==> src/rtl/encode_pkg.sv <==
// Shared helpers for the serial link: counter width sizing and even parity.
package encode_pkg;

  function automatic int cnt_w(input int n);
    return (n < 2) ? 1 : $clog2(n);
  endfunction

  // Zero-extension leaves the parity unchanged, so narrower vectors may be passed in.
  function automatic logic even_par(input logic [63:0] vec);
    return ^vec;
  endfunction

endpackage

==> src/rtl/deserial_counter.sv <==
// Wrapping bit counter 0..p_scale with a combinational wrap pulse on the last increment.
module deserial_counter
  import encode_pkg::*;
#(
  parameter int p_scale = 7
) (
  input  logic                          i_clk,
  input  logic                          i_rst,
  input  logic                          i_pre,
  input  logic                          i_inc,
  output logic [cnt_w(p_scale+1)-1:0]   o_cnt,
  output logic                          o_inc
);

  localparam int cw = cnt_w(p_scale + 1);
  typedef logic [cw-1:0] cnt_t;

  cnt_t cnt;
  logic at_last;

  assign at_last = (cnt == cnt_t'(p_scale));

  // i_pre lets a restart consume the strobe of the same cycle as count 0.
  always_ff @(posedge i_clk) begin
    if (i_rst) begin
      cnt <= i_pre ? cnt_t'(1) : cnt_t'(0);
    end else if (i_inc) begin
      cnt <= at_last ? cnt_t'(0) : cnt + cnt_t'(1);
    end
  end

  assign o_cnt = cnt;
  assign o_inc = i_inc & ~i_rst & at_last;

endmodule

==> src/rtl/deserial.sv <==
// Serial-to-parallel receiver, LSB first, with frame restart on i_syn.
// Optional even-parity bit per frame when DESERIAL_PARITY_EN is defined.
module deserial
  import encode_pkg::*;
#(
  parameter int p_width = 8
) (
  input  logic               i_clk,
  input  logic               i_rst,
  input  logic               i_val,
  input  logic               i_stp,
  input  logic               i_syn,
  output logic [p_width-1:0] o_val,
  output logic               o_stp,
  output logic               o_err
);

`ifdef DESERIAL_PARITY_EN
  localparam int frame_len = p_width + 1;
`else
  localparam int frame_len = p_width;
`endif
  localparam int cw = cnt_w(frame_len);

  logic [cw-1:0]      cnt;
  logic               done;
  logic               par_err;
  logic [p_width-1:0] shift_p0;
  logic [p_width-1:0] shift_nxt;

  deserial_counter #(
    .p_scale(frame_len - 1)
  ) u_cnt (
    .i_clk(i_clk),
    .i_rst(i_rst | i_syn),
    .i_pre(i_syn & i_stp & ~i_rst),
    .i_inc(i_stp),
    .o_cnt(cnt),
    .o_inc(done)
  );

  // A strobe with i_syn is bit0 of a fresh word regardless of the counter.
  always_comb begin
    shift_nxt = shift_p0;
    if (i_syn) shift_nxt = '0;
    if (i_stp) begin
      for (int k = 0; k < p_width; k++) begin
        if (i_syn ? (k == 0) : (int'(cnt) == k)) shift_nxt[k] = i_val;
      end
    end
  end

`ifdef DESERIAL_PARITY_EN
  assign par_err = even_par(64'(shift_nxt)) ^ i_val;
`else
  assign par_err = 1'b0;
`endif

  // p0 -> output: word and strobe appear one clock after the last bit strobe
  always_ff @(posedge i_clk) begin
    if (i_rst) begin
      shift_p0 <= '0;
      o_val    <= '0;
      o_stp    <= 1'b0;
      o_err    <= 1'b0;
    end else begin
      shift_p0 <= shift_nxt;
      o_stp    <= done;
      o_err    <= done & par_err;
      if (done) o_val <= shift_nxt;
    end
  end

endmodule

==> config.mk <==
export PLATFORM = sky130hd
export DESIGN_NAME = deserial
export DESIGN_NICKNAME = d
export VERILOG_FILES = /design/src/rtl/encode_pkg.sv /design/src/rtl/deserial_counter.sv /design/src/rtl/deserial.sv
export SDC_FILE = /design/constraint.sdc
export NUM_CORES = 1
export LEC_CHECK = 0
export CAP_MARGIN = 20
export CORE_MARGIN = 2
export CORE_UTILIZATION = 54
export CTS_CLUSTER_DIAMETER = 100
export DETAILED_ROUTE_END_ITERATION = 6
export PLACE_DENSITY = 0.93
export SKIP_LAST_GASP = 1
export SLEW_MARGIN = 10
export SYNTH_ARGS = -nofsm -noshare
export SYNTH_HDL_FRONTEND = slang
export SYNTH_SLANG_ARGS = --single-unit
==> constraint.sdc <==
create_clock -name i_clk -period 3.2 [get_ports i_clk]
set_input_delay 0.32 -clock i_clk [delete_from_list [all_inputs] [get_ports i_clk]]
set_output_delay 0.32 -clock i_clk [all_outputs]
set_load 0.01 [all_outputs]
Word-level counts from Yosys, hierarchy flattened
Cells that the tools add are included.

storage, ports and cells
  register bits after elaboration = 20
  input port bits = 5
  output and inout port bits = 10
  logic and storage cells = 44

operators by class
  $add $sub $neg = 1
  equality and inequality tests = 8
  multiplexer cells = 22
  bitwise logic cells = 7
  reductions and logical operators = 2

operator list
  cell                                                             count
  1-bit two-way mux                                                17
  8-bit two-way mux                                                2
  3-bit == test, second input constant                             5
  3-bit two-way mux                                                3
  3-bit by 2-bit == test with 1-bit output, second input constant  2
  1-bit AND                                                        4
  3-bit by 1-bit adder with 3-bit output, second input constant    1
  3-bit by 1-bit == test with 1-bit output, second input constant  1
  3-bit zero test                                                  1
  1-bit inverter                                                   2
  2-bit nonzero test                                               1
  1-bit OR                                                         1

Logic depth before layout (Yosys ltp)
Gate-level depths: netlist of the first run.

  word-level depth = 4
  mapped depth = 7
  mapped depth without buffers = 6

By module
A second synthesis of the first run with hierarchy kept.

second synthesis, totals
  cell total of the unflattened synthesis = 104
  area, all modules = 1044.8 um^2

by module, submodules not included
  module            times used  cells each  area an instance (um^2)  sequential area each (um^2)
  deserial          1           93          883.3                    340.3
  deserial_counter  1           11          161.4                    90.1

Worst setup path before layout of the first run
Ideal clock, no wire load.

  path kind = reg2reg
  start point = register u_cnt.cnt[0] (netlist: u_cnt.o_cnt[0])
  end point = register o_val[6]
  setup time = 0.120 ns
  arrival = 1.273 ns
  data required time = 3.080 ns
  path slack = 1.807 ns
  stages on the path, launching flop included = 8
  path buffers = 1
  clock period less this slack = 1.393 ns
  cells stage by stage = edfxtp_1 > ha_1 > ha_1 > nand2_1 > or2_4 > buf_6 > nand3b_2 > o21ai_2

between the ends
  cells in the longest elaborated chain, start to end = 4
  elaborated cells between the ends (all ways) = 6
  those cells by class = eq/ne (2); mux (3); bitwise (1)

ends and longest elaborated chain
  item                                      RTL line                RTL
  from (decl)                               deserial_counter.sv:18  cnt_t cnt;
  from (signal assigned)                    deserial_counter.sv:26  cnt <= i_pre ? cnt_t'(1) : cnt_t'(0);
  from (signal assigned)                    deserial_counter.sv:28  cnt <= at_last ? cnt_t'(0) : cnt + cnt_t'(1);
  3-bit by 2-bit == test with 1-bit output  deserial.sv:48          if (i_syn ? (k == 0) : (int'(cnt) == k)) shift_nxt[k] = i_val;
  1-bit two-way mux (2 in a row)            deserial.sv:48
  8-bit two-way mux                         deserial.sv:46          if (i_stp) begin
  to (signal assigned)                      deserial.sv:70          if (done) o_val <= shift_nxt;
  to (decl)                                 deserial.sv:13          output logic [p_width-1:0] o_val,

Several ways; a longest one is shown, not always the timed one.
A chain may end at the register's enable or synchronous reset.

Worst setup path after layout of the first run
  start point = input i_rst
  end point = register o_val[0]

between the ends
  cells in the longest elaborated chain, start to end = 4

ends and longest elaborated chain
  item                    RTL line                RTL
  from (decl)             deserial.sv:9           input logic i_rst,
  1-bit OR                deserial.sv:35          .i_rst(i_rst | i_syn),
  1-bit inverter          deserial_counter.sv:33  assign o_inc = i_inc & ~i_rst & at_last;
  1-bit AND (2 in a row)  deserial_counter.sv:33

Several ways; a longest one is shown, not always the timed one.

==> impl_metrics.yaml, run 1 <==
synth:
  yosys_most_used_dff: "dfxtp_1"
  synth_cells: 88
  synth_top_area_share_pct: 36.5
  synth_area_per_cell_sq_um: 9.98
  ys_seq_elements: 19
  synth_seq_area_share_pct: 46.7
  syn_area_sq_um: 878
  yosysUniqueCellTypes: 27
  synth.largest_area_cell: "dfxtp_1"
  ys.warnings.count: 0
  async_reset_ff_share_pct: 0
  syn-num-nets: 99
  synthTopCellsByArea: "dfxtp_1 36%, edfxtp_1 10%, ha_1 8.5%, mux2i_1 6.8%, o21ai_2 6.0%"
  synth-edff-count: 3
layout:
  drive_above_1_share_pct: 13.1
  nFillCells: 115
  final_util_pct: 66.4
  antenna_cells: 0
  num-nets-final: 111
  postLayoutCellArea_sq_um: 1010
  area_growth_pct: 15.2
power:
  p_leak_nw: 0.421
  vdd.ir_drop.worst_v: 0.000299
  combPwrFrac_pct: 9.3
  power_density_nw_per_um2: 404
  switching_share_pct: 23.5
  seqPwrFrac_pct: 61.5
  p_clk_share_pct: 29.2
  internal_power_mw: 0.313
  switchingPower_mw: 0.0960
worst_setup_path:
  cp.required_ns: 3.39
  crit_path_end_kind: "flip-flop"
  crit_type: "primary input to flip-flop"
  r2r_end: "o_val[0]$_SDFFE_PP0P_"
  startpoint: "i_rst"
  crit_path_start_kind: "primary input"
  rr_worst_depth: 6
  crit_fanout: 13
  reg2reg_from: "u_cnt.o_cnt[0]$_DFFE_PP_"
  arrival_ns: 1.89
  critPathCapture: "o_val[0]$_SDFFE_PP0P_"
  ff2ff_setup_slack_ns: 1.63
floorplan:
  die_y_um: 44.3
  ioPinCount: 15
  core-area_sq_um: 1520
  die_w_um: 44.3
  start_util_pct: 57.6
  dieArea_sq_um: 1970
  rows: 14
clocking:
  clkSinkCount: 19
  ctsHoldBuffers: 0
  post-cts-setup-buffers: 0
  cts_buffers: 3
  clk_latency_ns: 0.30
  cts_buffer_depth: 2
  cts-resized-gates: 0
  cts_tree: "built"
  clkSlewWorstSetupHoldPaths_ns: 0.10
  htree_levels: 1
  cts_root_buf: "clkbuf_4"
global_routing:
  gr-usage-met2_pct: 26.2
  grt_pass1_wl_mm: 2.50
  grt_pass1_vias: 582
  antenna_found_initial: 0
  grt.total_usage_pct: 18.0
  overflow: 0
  use_met3_pct: 3.67
  grtUsageMet1_pct: 23.9
  grt_max_degree: 14
  top_usage_layer: "met2"
placement:
  portBuffers: 13
  gp_congestion: 0.766
  hpwl_mm: 1.03
  place_area_sq_um: 986
timing:
  setup_tns_ns: 0
  drv_slew: 0
  fmax_ghz: 0.587
  timing.final.crit_share_pct: 53.3
  setup_viol: 0
  finClkSkew_ns: 0.00453
  rsz0062_at_grt: "false"
  holdWs_ns: 0.490
  timing_hold_violations_final: 0
  fin_crit_ns: 1.70
routing:
  first_pass_iters: 4
  drc: 0
  vias_per_cell: 5.29
  vias: 608
  drt-total-wl_mm: 1.41
  antenna_left: 0
  drtIter0Drc: 9
  wl_per_cell_um: 12.3
hold_path:
  min_path_type: "flip-flop to flip-flop"
  hp-start: "o_val[7]$_SDFFE_PP0P_"
  whs_path_depth: 2
status:
  outcome: "finished clean"
run:
  cap_violations: 0
[logic make-up (layout without fill, tap and decap cells)]
kind of cell	count (synthesis)	in the layout	share of synthesized area, %
buf+inv	11	22	6.98
flops	19	19	46.7
simple gates	32	32	19.8
other cells	1	1	0.427
compound gates	13	13	10.7
mux	6	6	6.84
fa+ha+maj	6	6	8.55
[cells in the mapped netlist (2+ instances only)]
cell type	n
ha_1	6
nor2_1	12
edfxtp_1	3
nand3_1	3
nand2_1	5
nand3b_2	3
clkbuf_1	2
buf_6	2
a21oi_1	3
o21ai_2	6
dfxtp_1	16
inv_1	5
mux2i_1	6
nand3b_1	3
[power by group through the flow]
stage / combinational, mW / sequential (mW) / clock (mW)
6_report: 0.0381 / 0.251 / 0.119
5_1_grt: 0.0433 / 0.252 / 0.133
3_3_place_gp: 0.0366 / 0.257 / 0
4_1_cts: 0.0376 / 0.251 / 0.123
3_5_place_dp: 0.0372 / 0.257 / 0
2_1_floorplan: 0.0291 / 0.256 / 0
[cells in the final DEF (no fill, tap or decap), types with 3 or more instances in the layout]
| master | count |
|---|---|
| ha_1 | 6 |
| clkbuf_4 | 3 |
| nand2_1 | 5 |
| a21oi_1 | 3 |
| nand3b_2 | 3 |
| edfxtp_1 | 3 |
| nand3b_1 | 3 |
| clkdlybuf4s50_1 | 13 |
| nor2_1 | 12 |
| inv_1 | 5 |
| dfxtp_1 | 16 |
| mux2i_1 | 6 |
| o21ai_2 | 6 |
| nand3_1 | 3 |
[stage by stage]
stage | power (mW) | setup WS, ns | std cells
3_5_place_dp | 0.294 | 1.19 | 111
2_1_floorplan | 0.285 | 1.81 | 88
5_1_grt | 0.429 | 1.41 | 115
3_3_place_gp | 0.293 | 1.27 | 111
6_report | 0.409 | 1.50 | 115
4_1_cts | 0.412 | 1.52 | 115
[registers in the layout (all words and copies together), names as in the netlist]
register	flops
shift_p0	7
o_stp	1
o_val	8
u_cnt.o_cnt	3
[worst min-delay path by stage]
stage	end
floorplan	shift_p0[3]$_SDFF_PP0_
global placement	o_val[7]$_SDFFE_PP0P_
detailed placement	o_val[7]$_SDFFE_PP0P_
CTS	o_val[6]$_SDFFE_PP0P_
global route	o_val[5]$_SDFFE_PP0P_
finish	o_val[7]$_SDFFE_PP0P_
[final cells by class]
cell class	instances	area, sq um	area share, %
clock buffer	4	26.3	2.60
sequential	19	410	40.5
timing repair buffer	13	130	12.9
inverter	5	18.8	1.85
multi-input combinational	58	407	40.2
tap	16	20.0	1.98
[metal layers]
metal	vias up	wire, um
met5	-	0
met4	0	38
met3	5	41
met2	15	628
met1	274	702
li1	314	-
[critical path, stage by stage]
cell             delay [ns]
clkdlybuf4s50_1        0.59
or2_1                  0.41
or2_4                  0.37
nand3b_1               0.13
o21ai_2                0.06
Note: power is estimated with default switching activity, not from simulation.
==> run 2: changes to the inputs <==
--- a/config.mk
+++ b/config.mk
@@ -7,10 +7,10 @@
 export LEC_CHECK = 0
 export CAP_MARGIN = 20
 export CORE_MARGIN = 2
-export CORE_UTILIZATION = 54
+export CORE_UTILIZATION = 50
 export CTS_CLUSTER_DIAMETER = 100
 export DETAILED_ROUTE_END_ITERATION = 6
-export PLACE_DENSITY = 0.93
+export PLACE_DENSITY = 0.88
 export SKIP_LAST_GASP = 1
 export SLEW_MARGIN = 10
 export SYNTH_ARGS = -nofsm -noshare
==> constraint.sdc (replaced) <==
create_clock -name i_clk -period 1.8 [get_ports i_clk]
set_input_delay 0.18 -clock i_clk [delete_from_list [all_inputs] [get_ports i_clk]]
set_output_delay 0.18 -clock i_clk [all_outputs]
set_load 0.01 [all_outputs]
==> impl_metrics.yaml, run 2 (synthesized netlist as in run 1, its figures left out) <==
status:
  outcome: "finished clean"
worst_setup_path:
  cp.required_ns: 2.04
  rr_worst_depth: 6
  crit_fanout: 13
  arrival_ns: 1.77
  crit_path_start_kind: "flip-flop"
  r2r_end: "o_val[1]$_SDFFE_PP0P_"
  reg2reg_from: "u_cnt.o_cnt[0]$_DFFE_PP_"
  ff2ff_setup_slack_ns: 0.27
  crit_path_end_kind: "flip-flop"
  crit_type: "flip-flop to flip-flop"
global_routing:
  grt_max_degree: 14
  grt_pass1_wl_mm: 2.39
  antenna_found_initial: 0
  grt.total_usage_pct: 15.8
  overflow: 0
  grt_pass1_vias: 526
placement:
  pre_cts_ws_ns: 0.168
  gp_congestion: 0.756
  portBuffers: 13
clocking:
  clkSlewWorstSetupHoldPaths_ns: 0.11
  clk_latency_ns: 0.29
  cts_buffer_depth: 2
  htree_levels: 1
  ctsHoldBuffers: 0
  cts-resized-gates: 0
  cts_root_buf: "clkbuf_4"
  clkSinkCount: 19
  post-cts-setup-buffers: 0
  cts_buffers: 3
  cts_tree: "built"
hold_path:
  holdPathEnd: "o_val[7]$_SDFFE_PP0P_"
  min_path_type: "flip-flop to flip-flop"
  whs_path_depth: 2
  hp-start: "o_val[7]$_SDFFE_PP0P_"
run:
  cap_violations: 0
layout:
  area_growth_pct: 18.1
  layout_commonest_cell: "dfxtp_1"
  top_register: "o_val"
  layout_common_cells: "16 x dfxtp_1, 13 x clkdlybuf4s50_1, 12 x nor2_1"
  largest_register_ffs: 8
  final_util_pct: 61.4
  antenna_cells: 0
  num-nets-final: 114
  nFillCells: 143
  drive_above_1_share_pct: 16.7
timing:
  setup_viol: 0
  timing_hold_violations_final: 0
  finClkSkew_ns: 0.00336
  holdWs_ns: 0.490
  fmax_ghz: 0.652
  timing.final.crit_share_pct: 85.2
  rsz0062_at_grt: "false"
  setup_tns_ns: 0
  drv_slew: 0
  fin_crit_ns: 1.53
  finalWorstSetupSlack_ns: 0.267
routing:
  vias: 600
  wl_per_cell_um: 11.8
  vias_per_cell: 5.04
  routed.top_layer: "met3"
  met1Wirelength_um: 678
  drtIter0Drc: 9
  drt-total-wl_mm: 1.40
  wl_met2_um: 700
  drc: 0
  antenna_left: 0
  first_pass_iters: 4
  met3_length_um: 23
floorplan:
  ioPinCount: 15
  start_util_pct: 52.0
  dieArea_sq_um: 2110
  die_y_um: 45.9
  die_w_um: 45.9
  rows: 15
  core-area_sq_um: 1690
power:
  p_leak_nw: 0.437
  total_power_mw: 0.732
  vdd.ir_drop.worst_v: 0.000511
  power_density_nw_per_um2: 706
## run 2: changes by cell type in the layout (fill, tap and decap cells not counted)
cell | previous run | this run
clkbuf_1 | 1 | 0
clkinv_2 | 0 | 1
buf_4 | 0 | 3
## run 2: worst max-delay path: stages (launching register included)
cell and delay (ns):
edfxtp_1 0.46, ha_1 0.26, ha_1 0.20, nand2_1 0.11
or2_4 0.25, nand3b_1 0.12, o21ai_2 0.07
## run 2: stage by stage
| stage | std cells | instance area (sq um) |
|---|---|---|
| 2_1_floorplan | 88 | 878 |
| 3_3_place_gp | 115 | 1010 |
| 3_5_place_dp | 115 | 1010 |
| 4_1_cts | 119 | 1040 |
| 5_1_grt | 119 | 1040 |
| 6_report | 119 | 1040 |
## run 2: power by group
part           switching [mW]  internal [mW]  leakage, nW
logic                  0.0377         0.0334        0.256
registers             0.00753          0.440        0.163
clock network           0.131         0.0826       0.0177
total                   0.176          0.556        0.437
## run 2: worst max-delay path by stage
stage | from | endpoint | slack [ns] | cells after the start
after floorplan | u_cnt.o_cnt[0]$_DFFE_PP_ | o_val[6]$_SDFFE_PP0P_ | 0.41 | 7
after global placement | i_stp | o_val[0]$_SDFFE_PP0P_ | 0.20 | 5
after detailed placement | i_stp | o_val[0]$_SDFFE_PP0P_ | 0.17 | 5
after CTS | u_cnt.o_cnt[0]$_DFFE_PP_ | o_val[1]$_SDFFE_PP0P_ | 0.27 | 6
after global routing | u_cnt.o_cnt[0]$_DFFE_PP_ | o_val[1]$_SDFFE_PP0P_ | 0.15 | 6
final | u_cnt.o_cnt[0]$_DFFE_PP_ | o_val[1]$_SDFFE_PP0P_ | 0.27 | 6
## run 2: routing by layer
metal / track usage, % / up-vias
li1: - / 320
met1: 22.2 / 276
met5: 0 / -
met3: 2.38 / 0
met4: 5.14 / 0
met2: 24.4 / 4
## run 2: cell type report
cell class	count	area, sq um	area share [%]
clock inverters	1	5.00	0.483
repair buffers	16	153	14.7
well taps	17	21.3	2.05
inverters	5	18.8	1.81
clock buffers	3	22.5	2.17
flip-flops and latches	19	410	39.6
multi-input cells	58	407	39.2
